## src/rtl/vdic_serial_pkg.sv

```systemverilog
// Shared constants, types and word helpers for the serial master.
// Word: flag, 8 payload bits MSB first, odd parity over flag+payload.
package vdic_serial_pkg;

  localparam int WORD_BITS = 10;
  localparam int RSP_BITS  = 3 * WORD_BITS;
  localparam int FRAME_MAX = 5 * WORD_BITS;

  localparam logic FLAG_CMD  = 1'b1;
  localparam logic FLAG_DATA = 1'b0;

  typedef enum logic [2:0] {
    ST_IDLE,
    ST_SEND,
    ST_WAIT_RSP,
    ST_RECV,
    ST_DONE
  } state_e;

  typedef enum logic [1:0] {
    ERR_OK      = 2'b00,
    ERR_PARITY  = 2'b01,
    ERR_TIMEOUT = 2'b10,
    ERR_FRAME   = 2'b11
  } rsp_err_e;

  // Parity bit that makes flag+payload+parity an odd count of ones.
  function automatic logic odd_parity(
    input logic [WORD_BITS-2:0] v
  );
    return ~^v;
  endfunction

  function automatic logic [WORD_BITS-1:0] mk_word(
    input logic       flag,
    input logic [7:0] payload
  );
    return {flag, payload, odd_parity({flag, payload})};
  endfunction

endpackage

```

## src/rtl/vdic_serial_master_if.sv

```systemverilog
// Request/response handshake plus serial link of the serial master.
// master: the design side; slave: requester + serial responder side.
interface vdic_serial_master_if;
  import vdic_serial_pkg::*;

  logic        req_valid;
  logic        req_ready;
  logic [7:0]  req_cmd;
  logic [31:0] req_data;
  logic [2:0]  req_len;

  logic        enable_n;
  logic        din;
  logic        dout;
  logic        dout_valid;

  logic        rsp_valid;
  logic [7:0]  rsp_status;
  logic [15:0] rsp_data;
  logic [1:0]  rsp_err;

  modport master (
    input  req_valid, req_cmd, req_data, req_len,
    input  dout, dout_valid,
    output req_ready, enable_n, din,
    output rsp_valid, rsp_status, rsp_data, rsp_err
  );

  modport slave (
    output req_valid, req_cmd, req_data, req_len,
    output dout, dout_valid,
    input  req_ready, enable_n, din,
    input  rsp_valid, rsp_status, rsp_data, rsp_err
  );

endinterface

```

## src/rtl/vdic_word_deser.sv

```systemverilog
// Shifts in 30 qualified response bits (3 words), flags flag/parity errors.
// Ports: clk, rst, i_clr, i_vld, i_bit -> o_full, o_status, o_data, o_*_err.
module vdic_word_deser
  import vdic_serial_pkg::*;
(
  input  logic        clk,
  input  logic        rst,
  input  logic        i_clr,
  input  logic        i_vld,
  input  logic        i_bit,
  output logic        o_full,
  output logic [7:0]  o_status,
  output logic [15:0] o_data,
  output logic        o_flag_err,
  output logic        o_par_err
);

  logic [RSP_BITS-1:0]  r_sh;
  logic [4:0]           r_cnt;
  logic                 r_flag_err;
  logic                 r_par_err;

  logic [WORD_BITS-1:0] w_word;
  logic                 w_wend;
  logic                 w_flag_exp;
  logic                 w_take;

  assign o_full = (r_cnt == 5'(RSP_BITS));
  assign w_take = i_vld && !o_full;
  assign w_word = {r_sh[WORD_BITS-2:0], i_bit};

  // Word boundary detect; first word carries the status flag.
  always_comb begin
    w_wend     = 1'b0;
    w_flag_exp = FLAG_DATA;
    unique case (1'b1)
      (r_cnt == 5'd9): begin
        w_wend     = 1'b1;
        w_flag_exp = FLAG_CMD;
      end
      (r_cnt == 5'd19),
      (r_cnt == 5'd29): w_wend = 1'b1;
      default: ;
    endcase
  end

  always_ff @(posedge clk) begin
    if (rst || i_clr) begin
      r_sh       <= '0;
      r_cnt      <= '0;
      r_flag_err <= 1'b0;
      r_par_err  <= 1'b0;
    end else if (w_take) begin
      r_sh  <= {r_sh[RSP_BITS-2:0], i_bit};
      r_cnt <= r_cnt + 5'd1;
      if (w_wend && (w_word[9] != w_flag_exp))
        r_flag_err <= 1'b1;
      if (w_wend && (odd_parity(w_word[9:1]) != w_word[0]))
        r_par_err <= 1'b1;
    end
  end

  assign o_status   = r_sh[28:21];
  assign o_data     = {r_sh[18:11], r_sh[8:1]};
  assign o_flag_err = r_flag_err;
  assign o_par_err  = r_par_err;

endmodule

```

## src/rtl/vdic_serial_master.sv

```systemverilog
// Serial command master: sends data words + cmd word, collects 3-word reply.
// Ports: clk, rst, bus (master modport: req/rsp handshake and serial link).
module vdic_serial_master
  import vdic_serial_pkg::*;
#(
  parameter int TIMEOUT_CYCLES = 1023
)
(
  input  logic                   clk,
  input  logic                   rst,
  vdic_serial_master_if.master   bus
);

  localparam int TW =
    (TIMEOUT_CYCLES < 2) ? 1 : $clog2(TIMEOUT_CYCLES);

  state_e               r_state;
  logic                 r_bad;
  logic                 r_enable_n;
  logic                 r_din;
  logic [FRAME_MAX-1:0] r_sh;
  logic [5:0]           r_cnt;
  logic [TW-1:0]        r_to;
  logic                 r_rsp_valid;
  logic [7:0]           r_rsp_status;
  logic [15:0]          r_rsp_data;
  rsp_err_e             r_rsp_err;

  logic                 w_len_ok;
  logic [5:0]           w_nbits;
  logic [FRAME_MAX-1:0] w_frame;
  logic                 w_accept;
  logic                 w_bit_vld;
  logic                 w_full;
  logic [7:0]           w_status;
  logic [15:0]          w_data;
  logic                 w_flag_err;
  logic                 w_par_err;
  rsp_err_e             w_rx_err;

  assign w_len_ok = (bus.req_len != 3'd0) && (bus.req_len <= 3'd4);
  assign w_nbits  = 6'(10 * (int'(bus.req_len) + 1) - 1);
  assign w_accept = (r_state == ST_IDLE) && bus.req_valid;

  // Left-aligned frame: data bytes from [31:24] down, then the cmd word.
  always_comb begin
    w_frame = {mk_word(FLAG_CMD, bus.req_cmd), 40'd0}
              >> (10 * int'(bus.req_len));
    for (int i = 0; i < 4; i++) begin
      if (i < int'(bus.req_len))
        w_frame[49-10*i -: 10] =
          mk_word(FLAG_DATA, bus.req_data[31-8*i -: 8]);
    end
  end

  assign w_bit_vld = bus.dout_valid &&
    ((r_state == ST_WAIT_RSP) || (r_state == ST_RECV));

  vdic_word_deser u_deser (
    .clk        (clk),
    .rst        (rst),
    .i_clr      (w_accept),
    .i_vld      (w_bit_vld),
    .i_bit      (bus.dout),
    .o_full     (w_full),
    .o_status   (w_status),
    .o_data     (w_data),
    .o_flag_err (w_flag_err),
    .o_par_err  (w_par_err)
  );

  // A framing fault outranks a parity fault.
  always_comb begin
    w_rx_err = ERR_OK;
    if (w_flag_err)
      w_rx_err = ERR_FRAME;
    else if (w_par_err)
      w_rx_err = ERR_PARITY;
  end

  always_ff @(posedge clk) begin
    if (rst) begin
      r_state      <= ST_IDLE;
      r_bad        <= 1'b0;
      r_enable_n   <= 1'b1;
      r_din        <= 1'b0;
      r_sh         <= '0;
      r_cnt        <= '0;
      r_to         <= '0;
      r_rsp_valid  <= 1'b0;
      r_rsp_status <= '0;
      r_rsp_data   <= '0;
      r_rsp_err    <= ERR_OK;
    end else begin
      r_rsp_valid <= 1'b0;
      unique case (r_state)
        ST_IDLE: begin
          if (bus.req_valid) begin
            r_state <= ST_SEND;
            r_bad   <= !w_len_ok;
            if (w_len_ok) begin
              r_enable_n <= 1'b0;
              r_din      <= w_frame[FRAME_MAX-1];
              r_sh       <= {w_frame[FRAME_MAX-2:0], 1'b0};
              r_cnt      <= w_nbits;
            end
          end
        end
        ST_SEND: begin
          // Illegal length spends this cycle idle, then reports.
          if (r_bad) begin
            r_state      <= ST_DONE;
            r_rsp_valid  <= 1'b1;
            r_rsp_err    <= ERR_FRAME;
            r_rsp_status <= '0;
            r_rsp_data   <= '0;
          end else if (r_cnt == 6'd0) begin
            r_enable_n <= 1'b1;
            r_din      <= 1'b0;
            r_to       <= '0;
            r_state    <= ST_WAIT_RSP;
          end else begin
            r_din <= r_sh[FRAME_MAX-1];
            r_sh  <= {r_sh[FRAME_MAX-2:0], 1'b0};
            r_cnt <= r_cnt - 6'd1;
          end
        end
        ST_WAIT_RSP,
        ST_RECV: begin
          if (w_full) begin
            r_state      <= ST_DONE;
            r_rsp_valid  <= 1'b1;
            r_rsp_status <= w_status;
            r_rsp_data   <= w_data;
            r_rsp_err    <= w_rx_err;
          end else if (bus.dout_valid) begin
            r_to    <= '0;
            r_state <= ST_RECV;
          end else if (r_to == TW'(TIMEOUT_CYCLES - 1)) begin
            r_state      <= ST_DONE;
            r_rsp_valid  <= 1'b1;
            r_rsp_err    <= ERR_TIMEOUT;
            r_rsp_status <= '0;
            r_rsp_data   <= '0;
          end else begin
            r_to <= r_to + 1'b1;
          end
        end
        ST_DONE: r_state <= ST_IDLE;
        default: r_state <= ST_IDLE;
      endcase
    end
  end

  assign bus.req_ready  = (r_state == ST_IDLE) && !rst;
  assign bus.enable_n   = r_enable_n;
  assign bus.din        = r_din;
  assign bus.rsp_valid  = r_rsp_valid;
  assign bus.rsp_status = r_rsp_status;
  assign bus.rsp_data   = r_rsp_data;
  assign bus.rsp_err    = r_rsp_err;

endmodule

```

## src/flat_wrapper.sv

```systemverilog
// flat-port wrapper written by rule: the top's interface ports become plain ports
module vdic_serial_master_flat import vdic_serial_pkg::*;
#(
  parameter int TIMEOUT_CYCLES = 1023
)
  (clk, rst, bus_req_valid, bus_req_cmd, bus_req_data, bus_req_len, bus_dout, bus_dout_valid, bus_req_ready, bus_enable_n, bus_din, bus_rsp_valid, bus_rsp_status, bus_rsp_data, bus_rsp_err);
  vdic_serial_master_if bus_i ();
  input  logic clk;
  input  logic rst;
  input wire logic [$bits(bus_i.req_valid)-1:0] bus_req_valid;
  input wire logic [$bits(bus_i.req_cmd)-1:0] bus_req_cmd;
  input wire logic [$bits(bus_i.req_data)-1:0] bus_req_data;
  input wire logic [$bits(bus_i.req_len)-1:0] bus_req_len;
  input wire logic [$bits(bus_i.dout)-1:0] bus_dout;
  input wire logic [$bits(bus_i.dout_valid)-1:0] bus_dout_valid;
  output wire logic [$bits(bus_i.req_ready)-1:0] bus_req_ready;
  output wire logic [$bits(bus_i.enable_n)-1:0] bus_enable_n;
  output wire logic [$bits(bus_i.din)-1:0] bus_din;
  output wire logic [$bits(bus_i.rsp_valid)-1:0] bus_rsp_valid;
  output wire logic [$bits(bus_i.rsp_status)-1:0] bus_rsp_status;
  output wire logic [$bits(bus_i.rsp_data)-1:0] bus_rsp_data;
  output wire logic [$bits(bus_i.rsp_err)-1:0] bus_rsp_err;
  assign bus_i.req_valid = bus_req_valid;
  assign bus_i.req_cmd = bus_req_cmd;
  assign bus_i.req_data = bus_req_data;
  assign bus_i.req_len = bus_req_len;
  assign bus_i.dout = bus_dout;
  assign bus_i.dout_valid = bus_dout_valid;
  assign bus_req_ready = bus_i.req_ready;
  assign bus_enable_n = bus_i.enable_n;
  assign bus_din = bus_i.din;
  assign bus_rsp_valid = bus_i.rsp_valid;
  assign bus_rsp_status = bus_i.rsp_status;
  assign bus_rsp_data = bus_i.rsp_data;
  assign bus_rsp_err = bus_i.rsp_err;
  vdic_serial_master #(.TIMEOUT_CYCLES(TIMEOUT_CYCLES)) u_core (.clk(clk), .rst(rst), .bus(bus_i));
endmodule
```

## config.mk

```make
export PLATFORM = sky130hd
export DESIGN_NAME = vdic_serial_master_flat
export DESIGN_NICKNAME = d
export VERILOG_FILES = /design/src/rtl/vdic_serial_pkg.sv /design/src/rtl/vdic_serial_master_if.sv /design/src/rtl/vdic_word_deser.sv /design/src/rtl/vdic_serial_master.sv /design/src/flat_wrapper.sv
export SDC_FILE = /design/constraint.sdc
export NUM_CORES = 1
export LEC_CHECK = 0
export BUFFER_PORTS_ARGS = -buffer_cell sky130_fd_sc_hd__buf_2
export CORE_MARGIN = 2
export CORE_UTILIZATION = 45
export DETAILED_ROUTE_END_ITERATION = 12
export PLACE_DENSITY_LB_ADDON = 0.15
export SLEW_MARGIN = 20
export SYNTH_ARGS = -nofsm -noshare
export SYNTH_HDL_FRONTEND = slang
export SYNTH_SLANG_ARGS = --single-unit
```

## constraint.sdc

```tcl
create_clock -name clk -period 5.2 [get_ports clk]
set_input_delay 1.04 -clock clk [delete_from_list [all_inputs] [get_ports clk]]
set_output_delay 1.04 -clock clk [all_outputs]
set_load 0.03 [all_outputs]
```

* After elaboration in Yosys (flattened, before gate mapping)
Cells that the tools add are included.
** Cells by class
- Multipliers :: 2
- Shifts and indexed selects :: 1
- Reduce and logical (&&, ||, !) cells :: 34
- Add/subtract/negate cells :: 5
- Equality and inequality tests :: 22
- Multiplexer cells :: 61
- Magnitude comparators :: 5
** Operators with widths (count)
- 2-to-1 mux 50 bit :: 4
- case mux 50 bit (2 select lines) :: 1
- 2-to-1 mux 10 bit :: 9
- 2-to-1 mux 16 bit :: 4
- XNOR reduction 9 bit :: 6
- right shift 50 x 32 -> 50 bit :: 1
- multiplier 4 x 32 -> 5 bit (first input constant) :: 1
- 2-to-1 mux 8 bit :: 4
- case mux 16 bit (2 select lines) :: 1
- 2-to-1 mux 6 bit :: 4
- case mux 10 bit (2 select lines) :: 1
- 2-to-1 mux 3 bit :: 6
- case mux 8 bit (2 select lines) :: 1
- equality test 5 bit (second input constant) :: 3
- 2-to-1 mux 1 bit :: 15
- AND reduction 5 bit :: 3
- case mux 6 bit (2 select lines) :: 1
- adder 10 x 1 -> 10 bit (second input constant) :: 1
- equality test 10 bit (second input constant) :: 1
- 2-to-1 mux 2 bit :: 5
- case mux 3 bit (3 select lines) :: 1
- inequality test 2 bit (second input constant) :: 4
- AND reduction 4 bit :: 2
- logical AND 1 bit :: 7
- other kinds (29) :: 44
** Storage, ports and cells
- Flip-flop bits (word level) :: 135
- Input port bits :: 48
- Word-level logic and storage cells :: 145
- Output and inout bits :: 30

* Longest topological paths before layout
Gate-level depths: netlist of the first run.
- Depth in word-level cells :: 6
- Mapped depth :: 11
- Mapped depth without buffers :: 10

* Cells and area by module
A second synthesis of the first run with hierarchy kept.
** Second synthesis, totals
- Cell total of the unflattened synthesis :: 917
- Area, all modules :: 7339.5 um2
** Modules (own cells, without submodules)
- vdic_serial_master :: area an instance 5700.5 um2, cells each 715, instances 1
- vdic_word_deser :: area an instance 1639.1 um2, cells each 202, instances 1

* Worst setup path after synthesis of the first run
Ideal clock, no wire load.
- Kind :: input -> register
- From :: input port bus_req_len[0]
- To :: register u_core.r_sh[43]
- Data arrival time :: 3.223 ns
- Path slack :: 1.912 ns
- Setup time :: 0.065 ns
- Buffers on the path :: 2
- Required time :: 5.135 ns
- Stages :: 11
- Cell sequence :: ha_1 > ha_1 > ha_1 > clkbuf_1 > or4_1 > clkbuf_1 > nor4_2 > a221oi_1 > nor3_1 > a21oi_1 > nor2_1
** Between the ends
- Word-level cells in the longest chain between the ends :: 6
** RTL lines
- from (decl) :: line flat_wrapper.sv:13 : input wire logic [$bits(bus_i.req_len)-1:0] bus_req_len;
- multiplier 3 x 3 -> 6 bit :: line vdic_serial_master.sv:48 : >> (10 * int'(bus.req_len));
- right shift 50 x 32 -> 50 bit :: line vdic_serial_master.sv:47 : w_frame = {mk_word(FLAG_CMD, bus.req_cmd), 40'd0}
- 2-to-1 mux 10 bit :: line vdic_serial_master.sv:50 : if (i < int'(bus.req_len))
- 2-to-1 mux 50 bit :: line vdic_serial_master.sv:101 : if (w_len_ok) begin
- 2-to-1 mux 50 bit :: line vdic_serial_master.sv:98 : if (bus.req_valid) begin
- case mux 50 bit (2 select lines) :: line vdic_serial_master.sv:96 : unique case (r_state)
- to (signal assigned) :: line vdic_serial_master.sv:104 : r_sh <= {w_frame[FRAME_MAX-2:0], 1'b0};
- to (signal assigned) :: line vdic_serial_master.sv:124 : r_sh <= {r_sh[FRAME_MAX-2:0], 1'b0};
- to (decl) :: line vdic_serial_master.sv:21 : logic [FRAME_MAX-1:0] r_sh;
Several ways; a longest one is shown, not always the timed one. The select of a mux whose other input is x is not followed.
A chain may end at the register's enable or synchronous reset.

* Worst setup path after layout of the first run
- From :: input port bus_req_len[0]
- To :: register u_core.r_sh[48]
Same word-level chain as after synthesis.

==> results.tsv, run 1 <==
stage	metric	value	unit
grt	grt_pass1_wl	31.4	mm
layout	fin_area	8140	sq um
cts	clkLatencyLatePin	0.42	ns
cts	post_cts_buffers	0	
routing	routed_wl	19.5	mm
timing	layout_min_cycle_time	3.80	ns
place	portBuffers	77	
yosys	synth_common_cells	134 x dfxtp_1, 114 x nor2_1, 97 x nand2_1, 82 x a21oi_1, 49 x xnor2_1	
floorplan	die_w	129	microns
routing	vias	6477	
grt	grt_max_degree	70	
yosys	synth.largest_area_cell	dfxtp_1	
yosys	avgSynthCellArea	8.05	sq um
yosys	yosys-top-cells-area	dfxtp_1 38%, xnor2_1 6.1%, nor2_1 6.1%	
timing	tightest_slew	0.942	ns
routing	drc	0	
timing	setup_violations	0	
yosys	synthArstFlopShare	0	
floorplan	fp.dieH	129	microns
cts	ctsResizeCount	0	
grt	antenna_found_initial	0	
cts	hold_buffers	0	
timing	holdWs	0.452	ns
yosys	synth-seq-area-share	0.381	
yosys	synth_cells	874	
floorplan	core_area	15300	sq um
routing	routedWlPerCell	17.1	microns
place	placed_area	7530	sq um
setup_path	crit_fanout	26	
grt	gr-total-overflow	0	
cts	clock-root-buffer	clkbuf_16	
yosys	yosys_warnings	0	
outcome	status	completed	
routing	antenna_left	0	
routing	firstDrtPassIters	7	
yosys	synth-main-ff-cell	dfxtp_1	
layout	fin_nets	981	
floorplan	io-pin-count	78	
job	cap_violations	0	
setup_path	arrival	4.15	ns
grt	grt_pass1_vias	5910	
setup_path	required	5.55	ns
setup_path	crit_path_end_kind	flip-flop	
cts	clk_pin_slew	0.06	ns
yosys	netlist_area	7040	sq um
yosys	yosys_register_bits	134	
setup_path	worstSetupPathType	in -> reg	
timing	maxSlewHeadroom	0.370	
grt	track_usage	0.238	
place	dp_hpwl	13.1	mm
yosys	synth_top_area_share	0.381	
timing	finalHoldViolCount	0	
routing	post_drt_via_cell_ratio	5.68	
yosys	synth-edff-count	0	
cts	htree_levels	4	
layout	drive_above_1_share	0.148	
layout	syn2layout_area_growth	15.6	%
yosys	synth_nets	938	
floorplan	die_area	16700	sq um
timing	grt_setup_unrepaired	false	
yosys	synthDistinctLibCells	67	
power_and_ir_drop	power_leakage	2.99	nW
layout	nFillCells	1477	
setup_path	cp-start-kind	input pin	
cts	cts.path.max_buffers	2	
routing	first_iter_violations	605	
timing	final.period_utilization	0.731	
cts	cts_made_buffers	17	
cts	cts_tree	done	
place	routabilityCongestion	1.01	
timing	skew	0.0106	ns
yosys	yosysMostFrequentCell	dfxtp_1	
floorplan	num_rows	45	
power_and_ir_drop	ir_worst_vdd	0.000234	V
power_and_ir_drop	power_density	402	nW/um^2
layout	num_antenna_cells	0	
timing	clock.fmax	263	MHz
cts	clkSinkCount	134	
floorplan	start_util	0.461	
timing	drv_slew	0	
timing	final.setup.tns	0	ns
min_path	hp-class	reg -> reg	
-- area by class of cell --
class | instances | area (sq um) | share of cell area
timing repair buffer | 88 | 493 | 0.0606
tap | 211 | 264 | 0.0324
inverter | 11 | 41.3 | 0.00507
clock inverter | 12 | 141 | 0.0174
clock buffer | 20 | 467 | 0.0573
multi-input combinational | 665 | 4050 | 0.498
sequential | 134 | 2680 | 0.330
-- stage by stage --
step | instances | total power (W) | worst slack (ns) | util
2_1_floorplan | 874 | 0.00182 | 1.91 | -
3_3_place_gp | 1109 | 0.00204 | 1.10 | 0.493
3_5_place_dp | 1109 | 0.00204 | 1.03 | 0.493
4_1_cts | 1141 | 0.00328 | 1.46 | 0.533
5_1_grt | 1141 | 0.00344 | 1.16 | 0.533
6_report | 1141 | 0.00327 | 1.40 | 0.533
-- logic make-up after synthesis --
| logic type | Yosys count | share of synthesized area |
|---|---|---|
| AND/OR/NAND/NOR | 331 | 0.219 |
| XOR/XNOR | 56 | 0.0697 |
| adder cells (fa/ha/maj) | 16 | 0.0284 |
| buffers and inverters | 75 | 0.0448 |
| AO/OA/AOI/OAI | 247 | 0.233 |
| multiplexers | 15 | 0.0238 |
| flip-flops | 134 | 0.381 |
-- flip-flops by register name (all words and copies together), names as in the netlist, 2 cells and up --
register / flops
u_core.u_deser.r_cnt: 5
u_core.r_to: 10
u_core.bus.rsp_err: 2
u_core.u_deser.r_sh: 29
u_core.bus.rsp_data: 16
u_core.r_sh: 49
u_core.r_cnt: 6
u_core.r_state: 3
u_core.bus.rsp_status: 8
-- placed cells by master (no fill, tap or decap), types with 4 or more instances in the layout --
cell and n:
o211ai_1 17, a222oi_1 6, a21oi_1 82, buf_4 9, nor3_1 28, or3_1 9, a221o_1 5, nor2b_1 7
o31ai_1 5, a31oi_1 6, nand2b_1 7, mux2i_1 10, and3_1 13, mux2_2 4, xnor2_1 49, a22oi_1 35
and2_1 4, dfxtp_1 134, nand4_1 4, buf_2 77, a211oi_1 7, inv_1 10, clkbuf_16 17, xor2_1 7
o21ai_1 8, a221oi_1 13, ha_1 16, nor4_1 10, nor2_1 114, nand3b_1 5, o21ai_0 34, inv_6 4
nand2_1 97, nand3_1 20
-- final timing paths --
kind | startpoint | endpoint | slack, ns | depth (start not counted)
setup / recovery | bus_req_len[0] | u_core.r_sh[48] | 1.40 | 9
hold / removal | u_core.bus.rsp_err[1] | u_core.bus.rsp_err[1] | 0.45 | 2
setup reg to reg | u_core.r_state[0] | u_core.r_sh[33] | 2.49 | 8
hold reg to reg | u_core.bus.rsp_err[1] | u_core.bus.rsp_err[1] | 0.45 | 2
-- per-layer routing --
layer  GRT usage  share of wire
met3      0.0574          0.068
met4      0.0729          0.018
met5           0              0
met1       0.338           0.48
met2       0.359           0.44
-- where the power goes --
group          internal (W)  switching, W  total (W)
Clock              0.000752      0.000481    0.00123
Combinational      0.000299      0.000544   0.000843
Sequential          0.00113     0.0000668    0.00119
Total               0.00218       0.00109    0.00327
-- worst max-delay path, stage by stage --
cell and delay, ns:
buf_2 0.40, clkinv_1 0.43, ha_1 0.81, inv_1 0.25
nor4_2 0.68, a221oi_1 0.21, nor3_1 0.17, a21oi_1 0.06
nor2_1 0.08
(Power assumes the default switching activity.)
==> inputs of run 2 (changes only) <==
- clock period: 5.2 -> 3.4 ns (I/O delays scaled with it)
==> results.tsv, run 2 (synthesis results as in run 1) <==
stage	metric	value	unit
outcome	status	completed	
timing	final.period_utilization	0.775	
cts	htree_levels	4	
setup_path	crit_fanout	7	
setup_path	cp_cell_sequence	buf_2, ha_1, ha_1, ha_1, or4_1, nor4_2, buf_4, a221oi_1, nor3_1, a21oi_1, nor2_1	
setup_path	required	3.76	ns
setup_path	crit_path_end_kind	flip-flop	
routing	routed_wl	18.9	mm
setup_path	rr_endpoint	u_core.r_sh[15]	
setup_path	crit_path_frequent_cell	ha_1	
cts	clock-root-buffer	clkbuf_16	
timing	maxSlewHeadroom	0.337	
floorplan	die_area	16700	sq um
timing	clock.fmax	379	MHz
grt	grt_pass1_wl	31.1	mm
grt	antenna_found_initial	0	
min_path	min-delay-start	u_core.u_deser.r_sh[20]	
layout	fin_nets	995	
setup_path	arrival	3.00	ns
power_and_ir_drop	power_density	606	nW/um^2
setup_path	worstSetupPathType	in -> reg	
layout	syn2layout_area_growth	16.7	%
setup_path	critical_path.slowest_cell	or4_1	
timing	setup_slack	0.765	ns
routing	firstDrtPassIters	5	
min_path	min_path_cells	2	
cts	post_cts_buffers	0	
timing	setup_violations	0	
setup_path	r2r_slack	0.86	ns
floorplan	start_util	0.461	
timing	layout_min_cycle_time	2.64	ns
layout	largest_reg_flops	49	
layout	regMostFlops	u_core.r_sh	
timing	drv_slew	0	
setup_path	max_stage_delay	0.65	ns
power_and_ir_drop	power_leakage	3.04	nW
timing	grt_setup_unrepaired	false	
place	portBuffers	77	
cts	clk_pin_slew	0.06	ns
layout	layout_commonest_cell	dfxtp_1	
routing	antenna_left	0	
job	cap_violations	0	
cts	clkLatencyLatePin	0.43	ns
cts	clkSinkCount	134	
layout	final_cell_mix	134 x dfxtp_1, 114 x nor2_1, 97 x nand2_1, 82 x a21oi_1, 77 x buf_2	
grt	gr-total-overflow	0	
routing	post_drt_via_cell_ratio	5.70	
layout	drive_above_1_share	0.156	
grt	track_usage	0.235	
floorplan	fp.dieH	129	microns
timing	final.setup.tns	0	ns
setup_path	reg2reg_from	u_core.r_state[2]	
floorplan	die_w	129	microns
routing	vias	6582	
floorplan	io-pin-count	78	
timing	skew	0.0173	ns
cts	hold_buffers	0	
place	post-place-ws	0.361	ns
min_path	hp-class	reg -> reg	
timing	tightest_slew	0.992	ns
cts	cts_tree	done	
routing	drc	0	
floorplan	core_area	15300	sq um
power_and_ir_drop	ir_worst_vdd	0.000382	V
layout	num_antenna_cells	0	
place	routabilityCongestion	0.892	
routing	first_iter_violations	551	
cts	cts_made_buffers	17	
timing	finalHoldViolCount	0	
routing	routedWlPerCell	16.4	microns
cts	ctsResizeCount	0	
setup_path	reg2regPathDepth	8	
setup_path	cp-start-kind	input pin	
floorplan	num_rows	45	
place	dp_hpwl	13.0	mm
grt	grt_pass1_vias	6086	
min_path	hold_end	u_core.u_deser.r_sh[21]	
cts	cts.path.max_buffers	2	
grt	grt_max_degree	51	
==> run 2: cell types whose count changed in the layout (fill, tap and decap cells not counted), sizes merged <==
cell / change
clkbuf: +1
inv: -2
clkinv: -1
bufinv: +1
buf: +14
==> run 2: final cells by class <==
cell class	count	area [sq um]
Multi-Input combinational cell	665	4050
Sequential cell	134	2680
Tap cell	211	264
Timing Repair Buffer	102	586
Inverter	11	41.3
Clock inverter	10	149
Clock buffer	21	440
Fill cell	1482	7050
==> run 2: how the worst max path moves through the flow <==
stage | start | to | slack (ns) | depth (start not counted)
finish | bus_req_len[0] | u_core.r_sh[43] | 0.76 | 11
global route | bus_req_len[0] | u_core.r_sh[44] | 0.58 | 11
CTS | bus_req_len[0] | u_core.r_sh[36] | 0.78 | 9
detailed placement | bus_req_len[0] | u_core.r_sh[43] | 0.36 | 11
global placement | bus_req_len[0] | u_core.r_sh[43] | 0.39 | 11
floorplan | bus_req_len[0] | u_core.r_sh[43] | 0.47 | 11
==> run 2: layer usage <==
metal	wire [microns]	global-route usage
met5	0	0
met4	494	0.0965
met3	1250	0.0619
met2	8370	0.356
met1	8810	0.320
==> run 2: through the flow <==
step	instances	hold slack, ns	total power, W	instance area, sq um	util
floorplan	874	0.428	0.00279	7040	-
global route	1154	0.469	0.00525	8210	0.538
CTS	1154	0.451	0.00500	8210	0.538
global placement	1123	0.441	0.00314	7620	0.500
finish	1154	0.440	0.00498	8210	0.538
detailed placement	1123	0.444	0.00314	7620	0.500
==> run 2: where the power goes <==
group,internal [W],switching [W]
registers,0.00172,0.0000984
clock network,0.00116,0.000696
logic,0.000476,0.000827
total,0.00335,0.00162
==> run 2: worst max-delay path: cells and delay by family <==
| kind | cells | cell delay [ns] |
|---|---|---|
| AOI/OAI and AO/OA | 2 | 0.15 |
| and+or+nand+nor | 4 | 1.12 |
| adders and majority gates | 3 | 0.75 |
| buffers and inverters | 2 | 0.30 |
==> inputs of run 3 (changes only) <==
- clock period: 3.4 -> 2.15 ns (I/O delays scaled with it)
==> results.tsv, run 3 (synthesis results as in run 1) <==
stage	metric	value	unit
place	dp_hpwl	13.8	mm
routing	antenna_left	0	
setup_path	cp_num_buf_inv	1	
power_and_ir_drop	power_density	927	nW/um^2
routing	post_drt_via_cell_ratio	5.63	
grt	gr-total-overflow	0	
outcome	status	completed	
timing	tightest_slew	0.558	ns
routing	vias	6954	
setup_path	crit_fanout	7	
place	place_inst	1198	
place	portBuffers	77	
grt	grt_pass1_vias	6313	
power_and_ir_drop	p_int	0.00565	W
power_and_ir_drop	ir_worst_vdd	0.000708	V
layout	drive_above_1_share	0.241	
routing	drc	0	
layout	finish.utilization	0.593	
layout	largest_reg_flops	49	
timing	maxSlewHeadroom	0.626	
timing	finalHoldViolCount	0	
grt	grt_max_degree	96	
power_and_ir_drop	power_frac_clock	0.357	
routing	routed_wl	20.1	mm
job	cap_violations	0	
timing	setup_violations	0	
setup_path	worstSetupPathType	reg -> reg	
cts	clkLatencyLatePin	0.42	ns
grt	grt_pass1_wl	32.0	mm
floorplan	fp.dieH	129	microns
timing	final.setup.tns	0	ns
setup_path	max_stage_delay	0.53	ns
layout	final_cells	1235	
floorplan	io-pin-count	78	
timing	clock.fmax	482	MHz
cts	clock-root-buffer	clkbuf_16	
routing	routedWlPerCell	16.3	microns
cts	htree_levels	4	
power_and_ir_drop	power_leakage	3.51	nW
floorplan	die_w	129	microns
setup_path	crit_path_end_kind	flip-flop	
power_and_ir_drop	seq_power_share	0.342	
setup_path	cp-start-kind	flip-flop	
layout	multi_input_area	4160	sq um
setup_path	cp_cell_sequence	or4b_4, o21bai_4, a22o_4, buf_12, or3_1, o21ai_1, a211oi_1	
layout	syn2layout_area_growth	28.6	%
cts	clkSinkCount	134	
floorplan	core_area	15300	sq um
setup_path	required	2.43	ns
floorplan	num_rows	45	
layout	regArea	2680	sq um
setup_path	arrival	2.35	ns
place	routabilityCongestion	0.942	
layout	fin_nets	1075	
power_and_ir_drop	swShare	0.326	
timing	layout_min_cycle_time	2.08	ns
floorplan	start_util	0.461	
timing	skew	0.0138	ns
routing	first_iter_violations	546	
timing	grt_setup_unrepaired	true	
grt	antenna_found_initial	0	
cts	cts_made_buffers	17	
cts	clk_pin_slew	0.06	ns
power_and_ir_drop	p_switching	0.00274	W
power_and_ir_drop	combPwrFrac	0.300	
timing	final.period_utilization	0.965	
min_path	hp-class	in -> reg	
floorplan	die_area	16700	sq um
layout	nFillCells	1416	
setup_path	critical_path.slowest_cell	or4b_4	
setup_path	cp_top_family	simple AND/OR/NAND/NOR gates	
layout	layout_commonest_cell	dfxtp_1	
grt	track_usage	0.240	
layout	regMostFlops	u_core.r_sh	
routing	firstDrtPassIters	5	
layout	final_cell_mix	133 x dfxtp_1, 112 x nor2_1, 97 x nand2_1, 93 x buf_4, 82 x a21oi_1	
cts	cts_tree	done	
cts	cts.path.max_buffers	2	
timing	drv_slew	0	
layout	num_antenna_cells	0	
run 3: worst reg2reg max path, stage by stage (launching register included):
cell and delay, ns:
dfxtp_2 0.32, or4b_4 0.53, o21bai_4 0.20, a22o_4 0.31, buf_12 0.15, or3_1 0.30
o21ai_1 0.08, a211oi_1 0.06
run 3: path summary, 6_finish.rpt:
path | start | endpoint | slack (ns) | cells after the start
hold reg to reg | u_core.u_deser.r_sh[19] | u_core.u_deser.r_sh[20] | 0.45 | 2
setup reg to reg | u_core.r_state[2] | u_core.r_sh[23] | 0.07 | 7
hold / removal | bus_dout | u_core.u_deser.r_sh[0] | 0.31 | 3
setup / recovery | u_core.r_state[2] | u_core.r_sh[23] | 0.07 | 7
run 3: through the flow:
stage / power (W) / hold WS [ns] / setup slack, ns / instance area, sq um
after global routing: 0.00881 / 0.324 / -0.00908 / 9050
after global placement: 0.00527 / 0.437 / -0.430 / 8320
after detailed placement: 0.00528 / 0.443 / -0.438 / 8320
after floorplan: 0.00443 / 0.428 / -0.298 / 7150
after CTS: 0.00831 / 0.297 / 0.00181 / 8940
final: 0.00839 / 0.309 / 0.0743 / 9050
run 3: power by group through the flow:
stage / Clock, W / Sequential [W] / Combinational [W]
after floorplan: 0 / 0.00290 / 0.00154
after CTS: 0.00305 / 0.00287 / 0.00240
after detailed placement: 0 / 0.00292 / 0.00237
final: 0.00300 / 0.00287 / 0.00252
after global routing: 0.00317 / 0.00289 / 0.00274
after global placement: 0 / 0.00292 / 0.00235
run 3: final cells by class:
cell class	instances	share of cell area
Sequential cell	134	0.296
Clock inverter	13	0.0189
Timing Repair Buffer	182	0.143
Inverter	11	0.00498
Multi-Input combinational cell	665	0.460
Tap cell	211	0.0292
Clock buffer	19	0.0478
run 3: what timing repair did:
item,4_1_cts,5_1_grt
cloned,0,1
pin swaps,0,4
hold buffers,0,0
setup buffers,1,3
resized for setup,1,17
endpoints found under the setup margin,3,29
run 3: per-layer routing:
metal | routed length (microns) | track usage
met1 | 9270 | 0.330
met2 | 9410 | 0.383
met3 | 1160 | 0.0557
met4 | 242 | 0.0646
met5 | 0 | 0
